[config.mk]
export PLATFORM = sky130hd
export DESIGN_NAME = cpu_flow_ctrl
export DESIGN_NICKNAME = d
export VERILOG_FILES = /design/src/rtl/cpu_flow_ctrl_pkg.sv /design/src/rtl/irq_ctrl_fsm.sv /design/src/rtl/cpu_flow_ctrl.sv
export SDC_FILE = /design/constraint.sdc
export NUM_CORES = 1
export LEC_CHECK = 0
export CAP_MARGIN = 20
export CORE_AREA = 2 2 41 43
export DETAILED_ROUTE_END_ITERATION = 8
export DIE_AREA = 0 0 43 45
export PLACE_DENSITY = 0.74
export REMOVE_ABC_BUFFERS = 1
export SYNTH_ARGS = -nofsm -noshare
export SYNTH_HDL_FRONTEND = slang
export SYNTH_HIERARCHICAL = 1
export SYNTH_SLANG_ARGS = --single-unit
[constraint.sdc]
create_clock -name CLK -period 2.42 [get_ports CLK]
set_clock_uncertainty 0.2 [all_clocks]
set_input_delay 0.484 -clock CLK [delete_from_list [all_inputs] [get_ports CLK]]
set_output_delay 0.484 -clock CLK [all_outputs]
set_load 0.005 [all_outputs]
[src/rtl/cpu_flow_ctrl_pkg.sv]
// Shared encodings for the ForthCPU control-flow core: condition selects,
// PC mux codes, instruction phases and interrupt FSM states.
package cpu_flow_ctrl_pkg;

    localparam logic [1:0] CC_SEL_Z = 2'b00;
    localparam logic [1:0] CC_SEL_C = 2'b01;
    localparam logic [1:0] CC_SEL_S = 2'b10;
    localparam logic [1:0] CC_SEL_P = 2'b11;

    localparam logic [2:0] PC_NEXT_NORMAL = 3'b000;
    localparam logic [2:0] PC_NEXT_VEC0   = 3'b001;
    localparam logic [2:0] PC_NEXT_VEC1   = 3'b010;
    localparam logic [2:0] PC_NEXT_RETI   = 3'b011;

    localparam logic PC_BASE_PC     = 1'b0;
    localparam logic PC_BASE_ZERO   = 1'b1;
    localparam logic PC_OFFSET_TWO  = 1'b0;
    localparam logic PC_OFFSET_PCD  = 1'b1;

    typedef enum logic [1:0] {
        PH_FETCH   = 2'd0,
        PH_DECODE  = 2'd1,
        PH_EXECUTE = 2'd2,
        PH_COMMIT  = 2'd3
    } phase_e;

    typedef enum logic [1:0] {
        IRQ_IDLE = 2'd0,
        IRQ_ISR0 = 2'd1,
        IRQ_ISR1 = 2'd2
    } irq_state_e;

    function automatic logic select_flag(input logic [1:0] sel,
                                         input logic zero,
                                         input logic carry,
                                         input logic sign,
                                         input logic parity);
        logic f;
        case (sel)
            CC_SEL_Z: f = zero;
            CC_SEL_C: f = carry;
            CC_SEL_S: f = sign;
            default:  f = parity;
        endcase
        return f;
    endfunction

endpackage

[src/rtl/irq_ctrl_fsm.sv]
// Interrupt enable flag and IDLE/ISR0/ISR1 service FSM; all state changes
// happen on the edge that ends COMMIT.
module irq_ctrl_fsm (
    input  logic       clk,
    input  logic       rst_n,
    input  logic       commit,
    input  logic       retix,
    input  logic       eix,
    input  logic       dix,
    input  logic       int0,
    input  logic       int1,
    output logic [2:0] pc_nextx,
    output logic       pc_ld_int0,
    output logic       pc_ld_int1,
    output logic       int_en,
    output logic       in_isr
);
    import cpu_flow_ctrl_pkg::*;

    irq_state_e state_q, state_d;
    logic       ie_q, ie_d;

    always_ff @(posedge clk or negedge rst_n) begin
        if (!rst_n) begin
            state_q <= IRQ_IDLE;
            ie_q    <= 1'b0;
        end else begin
            state_q <= state_d;
            ie_q    <= ie_d;
        end
    end

    // Entry and RETI own the IE update; EI/DI only act on an otherwise quiet COMMIT.
    always_comb begin
        state_d    = state_q;
        ie_d       = ie_q;
        pc_nextx   = PC_NEXT_NORMAL;
        pc_ld_int0 = 1'b0;
        pc_ld_int1 = 1'b0;
        if (commit) begin
            if (state_q == IRQ_IDLE && ie_q && int0) begin
                pc_nextx   = PC_NEXT_VEC0;
                pc_ld_int0 = 1'b1;
                ie_d       = 1'b0;
                state_d    = IRQ_ISR0;
            end else if (state_q == IRQ_IDLE && ie_q && int1) begin
                pc_nextx   = PC_NEXT_VEC1;
                pc_ld_int1 = 1'b1;
                ie_d       = 1'b0;
                state_d    = IRQ_ISR1;
            end else if (state_q != IRQ_IDLE && retix) begin
                pc_nextx = PC_NEXT_RETI;
                ie_d     = 1'b1;
                state_d  = IRQ_IDLE;
            end else if (dix) begin
                ie_d = 1'b0;
            end else if (eix) begin
                ie_d = 1'b1;
            end
        end
    end

    assign int_en = ie_q;
    assign in_isr = (state_q != IRQ_IDLE);

endmodule

[src/rtl/cpu_flow_ctrl.sv]
// ForthCPU control-flow core: 4-phase sequencer, branch steering of the PC
// adder, and the interrupt controller.
module cpu_flow_ctrl (
    input  logic       CLK,
    input  logic       RESET,
    input  logic       CC_SIGN,
    input  logic       CC_CARRY,
    input  logic       CC_ZERO,
    input  logic       CC_PARITY,
    input  logic [1:0] CC_SELECTX,
    input  logic       CC_INVERTX,
    input  logic       CC_APPLYX,
    input  logic       JRX,
    input  logic       JMPX,
    input  logic       RETIX,
    input  logic       EIX,
    input  logic       DIX,
    input  logic       INT0,
    input  logic       INT1,
    output logic       FETCH,
    output logic       DECODE,
    output logic       EXECUTE,
    output logic       COMMIT,
    output logic       PC_BASEX,
    output logic       PC_OFFSETX,
    output logic [2:0] PC_NEXTX,
    output logic       PC_LD_INT0,
    output logic       PC_LD_INT1,
    output logic       INT_EN,
    output logic       IN_ISR
);
    import cpu_flow_ctrl_pkg::*;

    phase_e phase_q, phase_d;
    logic   cond;
    logic   take;

    always_ff @(posedge CLK or negedge RESET) begin
        if (!RESET) begin
            phase_q <= PH_FETCH;
        end else begin
            phase_q <= phase_d;
        end
    end

    always_comb begin
        phase_d = PH_FETCH;
        case (phase_q)
            PH_FETCH:   phase_d = PH_DECODE;
            PH_DECODE:  phase_d = PH_EXECUTE;
            PH_EXECUTE: phase_d = PH_COMMIT;
            default:    phase_d = PH_FETCH;
        endcase
    end

    assign FETCH   = (phase_q == PH_FETCH);
    assign DECODE  = (phase_q == PH_DECODE);
    assign EXECUTE = (phase_q == PH_EXECUTE);
    assign COMMIT  = (phase_q == PH_COMMIT);

    // Absolute jumps zero the adder base so the sum is just PC_D.
    always_comb begin
        cond       = select_flag(CC_SELECTX, CC_ZERO, CC_CARRY, CC_SIGN, CC_PARITY) ^ CC_INVERTX;
        take       = JMPX | (CC_APPLYX & cond);
        PC_BASEX   = PC_BASE_PC;
        PC_OFFSETX = PC_OFFSET_TWO;
        if (take) begin
            PC_BASEX   = JRX ? PC_BASE_PC : PC_BASE_ZERO;
            PC_OFFSETX = PC_OFFSET_PCD;
        end
    end

    irq_ctrl_fsm u_irq (
        .clk        (CLK),
        .rst_n      (RESET),
        .commit     (COMMIT),
        .retix      (RETIX),
        .eix        (EIX),
        .dix        (DIX),
        .int0       (INT0),
        .int1       (INT1),
        .pc_nextx   (PC_NEXTX),
        .pc_ld_int0 (PC_LD_INT0),
        .pc_ld_int1 (PC_LD_INT1),
        .int_en     (INT_EN),
        .in_isr     (IN_ISR)
    );

endmodule

# Word level (Yosys, flattened, before mapping)
# Index checks and enable logic that the tools add are counted.
# op_classes
n_lt_le_gt_ge,0
muxes,22
reduce_logical,12
n_bitwise,3
n_eq_ne,5
n_div,0
n_shift,0
n_mul,0
n_addsub,0
# op_table
operator,n
$mux W1,13
$mux W3,3
$mux W2,4
$eq A2 B2 Y1 const B,3
$logic_not A2 Y1,3
$pmux W2 S3,1
$reduce_bool A5 Y1,1
$eq A2 B1 Y1 const B,2
$logic_and A1 B1 Y1,4
$reduce_and A2 Y1,2
$pmux W1 S3,1
$reduce_bool A3 Y1,1
$reduce_bool A2 Y1,1
$and A1 B1 Y1,1
$or A1 B1 Y1,1
$xor A1 B1 Y1,1
# totals
ff_bits,5
input_bits,17
mem_bits_rw,0
latchBits,0
memories,0
romBits,0

# Depth between registers and ports, before layout
# depth
depth_word,6
mapped_depth,4
ltp_nobuf,4

# By module
# Netlist, hierarchy kept.
# by_module_without_submodules
module,area_per_inst_um2,cells_each,seq_area_each_um2,instances
irq_ctrl_fsm,222.7,26,75.1,1
cpu_flow_ctrl,207.7,20,50.0,1

# Worst setup path before layout
# No wires, ideal clock.
# synth_path
path_kind,input port to output port
start,input CC_SELECTX[1]
end,output PC_BASEX
arrival_time_ns,1.118
n_path_buf,0
path_stages,4
setup_slack_ns,0.618
path_cell_list,mux2i_1 xor2_1 o221ai_2 nor2b_4
# synth_via
elab_chain_len,6
elab_cells_between_ends,8
classes_between,2 x eq/ne; 2 x mux; 3 x bitwise; 1 x reduce/logical
# synth_lines
item,line,rtl
from (decl),cpu_flow_ctrl.sv:10,"input logic [1:0] CC_SELECTX,"
$eq A2 B2 Y1 (tied with other cells),cpu_flow_ctrl_pkg.sv:39,case (sel)
$pmux W1 S3 *,cpu_flow_ctrl_pkg.sv:39,
$xor A1 B1 Y1 *,cpu_flow_ctrl.sv:63,"cond = select_flag(CC_SELECTX, CC_ZERO, CC_CARRY, CC_SIGN, CC_PARITY) ^ CC_INVERTX;"
$and A1 B1 Y1 *,cpu_flow_ctrl.sv:64,take = JMPX | (CC_APPLYX & cond);
$or A1 B1 Y1 *,cpu_flow_ctrl.sv:64,
$mux W1 *,cpu_flow_ctrl.sv:67,if (take) begin
to (decl),cpu_flow_ctrl.sv:24,"output logic PC_BASEX,"
# Mark *: on every way between the ends. The rest lies on a longest branch, timed or not.

# Worst setup path in the final report
# layout_path
start,input CC_PARITY
end,output PC_OFFSETX
# layout_via
elab_chain_len,5
# layout_lines
item,line,rtl
from (decl),cpu_flow_ctrl.sv:9,"input logic CC_PARITY,"
$pmux W1 S3,cpu_flow_ctrl_pkg.sv:39,
$xor A1 B1 Y1,cpu_flow_ctrl.sv:63,
$and A1 B1 Y1,cpu_flow_ctrl.sv:64,
$or A1 B1 Y1,cpu_flow_ctrl.sv:64,
$mux W1,cpu_flow_ctrl.sv:67,
to (decl),cpu_flow_ctrl.sv:25,"output logic PC_OFFSETX,"
# Every way passes these cells.

==> results.md <==
- Status: complete, no violations
- Family with the most delay on the worst path: buffers and inverters
- Core area: 1470 um2
- Total CTS buffers: 3
- TritonCTS clock tree: built
- Final Hold Viols: 0
- Routed Antenna Nets: 0
- Post-Syn Area: 430 um2
- Crit Path Max Fanout: 2
- Gp weighted congestion: 0.649
- Fin Hold WS: 0.254 ns
- Slew Limit Fails: 0
- Die area: 1940 um2
- EDFF count, synth: 0
- Die X: 43 um
- Crit path largest cell delay: 0.40 ns
- Layout cells sized above 1: 0.160
- Pwr Total: 258 uW
- Critical Path Slowest Stage Cell: clkdlybuf4s50_1
- HP Class: in2async
- Flop2flop setup slack: 0.98 ns
- Final period util: 0.968
- Finished Core Util: 0.521
- Post-synth top cells: 5 x dfrtp_1, 5 x ha_1, 5 x nand2_1
- Reg2reg end: u_irq/state_q[1]
- Vias in the first global route: 425
- YS warnings: 6
- Worst Setup SP: CC_PARITY
- Crit path depth: 5
- WS Path Type: in2out
- 1st-iter DRT viols: 1
- Setup TNS: 0 ns
- Setup violators final: 0
- Cell leakage power: 0.000369 uW
- DR vias/cell: 4.64
- Area overhead of the layout relative to synthesis: 78.2%
- Mean Syn Cell Area: 9.36 um2
- Clk root buf: clkbuf_4
- Most area-hungry cell type in the Yosys netlist: dfrtp_1
- Die Span Y: 45 um
- Fmax: 427 MHz
- IO buf count: 28
- Final wirelength: 1080 um
- N_diodes: 0
- Non-Filler Instances: 97
- Async set or reset register ratio after synthesis: 1.00
- Worst-skew pair later-pin latency: 0.24 ns
- CP Capture Point: PC_OFFSETX
- Via count: 450
- Initial antenna violation count: 0
- Seq/Total Area, Yosys: 0.291
- First-pass GRT wire length: 1660 um
- Post-synth top area share: 0.291
- Peak supply drop: 0.000196 V
- #FFs+latches synth: 5
- CTS H-tree lvls: 1
- Pwr/cell area: 337 nW/um2
- GRT overflow: 0
- RR Startpoint: phase_q[0]
- Synth top area cells: dfrtp_1 29%, ha_1 15%, nor4_4 4.9%
- CP startpoint kind: input pin
- Total of max-cap violations: 0
- IO Count: 30
- Largest net degree at the start of global routing: 8
- Routed length per instance: 11.1 um
- Crit. End Element: output pin
- GRT Overall Usage: 0.118
- Clk sink count: 5
- Fin nets: 104
- Placed Instances: 91
- Crit path cell chain: clkdlybuf4s50_1 -> mux2i_1 -> xor2_1 -> o221ai_2 -> dlygate4sd2_1
- Unique masters post-synth: 24
- Rows: 14
- DR DRC count: 0
- DR pass1 iterations: 3
- Detailed placement HPWL: 906 um
- Crit path DAT: 1.66 ns
- Initial Util: 0.293
- Cts hold-fix bufs: 0
- Buf+Inv Stages, Crit Path: 2
- Syn Inst Count: 46
- Worst Path Required: 1.74 ns
- CTS clock-pin slew for the worst setup and hold paths: 0.05 ns
- Max clock buf depth: 2
- Synth Flop Type: dfrtp_1
- Post-route minimum period: 2.34 ns
- R2R depth: 5
-- repair_timing --
action / 4_1_cts / 5_1_grt
buffers inserted: 0 / 2
endpoints found under the setup margin: 6 / 1
resized for setup: 12 / 0
pin swaps: 2 / 0
-- worst reg2reg max path, delay by kind of cell (launching register included) --
kind	cells	cell delay [ns]
buffers and inverters	1	0.13
AO/OA/AOI/OAI	1	0.14
flip-flops	1	0.41
AND/OR/NAND/NOR	2	0.20
adder cells (fa/ha/maj)	1	0.24
-- final cells by class --
type / count / area, um2
tap: 16 / 20.0
inverter: 5 / 18.8
fill: 161 / 704
timing repair buffer: 32 / 298
clock buffer: 4 / 26.3
sequential: 5 / 125
multi-input combinational: 35 / 279
-- sequential cells by signal (all words and copies together), names as in the netlist --
signal         count
u_irq/int_en       1
u_irq/state_q      2
phase_q            2
-- logic make-up (layout without fill, tap and decap cells) --
kind of cell	Yosys count	count (layout)	synth area share
flip-flops	5	5	0.291
other	1	1	0.00871
XOR/XNOR	2	2	0.0407
multiplexers	2	2	0.0465
AND/OR/NAND/NOR	15	15	0.224
AO/OA/AOI/OAI	10	10	0.183
buffers and inverters	6	41	0.0610
adder cells (fa/ha/maj)	5	5	0.145
-- metal layers --
layer  routed length [um]  GRT usage
met5                    0          0
met3                  145     0.0480
met2                  529      0.218
met4                    0     0.0727
met1                  402      0.108
-- where the power goes --
part / internal (uW) / switching [uW] / leakage [uW]
registers: 87.1 / 5.05 / 0.0000647
clock network: 62.5 / 36.6 / 0.0000150
logic: 41.6 / 25.5 / 0.000289
-- cells in the final DEF (no fill, tap or decap), types with 2 or more instances in the layout --
cell and n:
a31oi_1 2, dfrtp_1 5, clkbuf_4 3, inv_1 4, buf_4 4, xor2_1 2, dlygate4sd2_1 6, clkdlybuf4s50_1 21
ha_1 5, mux2i_1 2, nand2_1 5, nor2_1 4
-- metrics by stage --
stage	area, um2	setup WS [ns]
final	767	0.0770
after CTS	752	0.0624
after floorplan	423	0.618
after global routing	767	-0.00832
after detailed placement	738	-0.455
after global placement	738	-0.397
-- worst min-delay path by stage --
stage | startpoint | end | depth (start not counted)
3_5_place_dp | u_irq/state_q[1] | u_irq/state_q[1] | 1
3_3_place_gp | u_irq/state_q[1] | u_irq/state_q[1] | 1
2_1_floorplan | RESET | phase_q[0] | 0
5_1_grt | RESET | u_irq/int_en | 1
4_1_cts | RESET | u_irq/int_en | 1
6_report | RESET | u_irq/int_en | 1
Note: power is estimated with default switching activity, not from simulation.
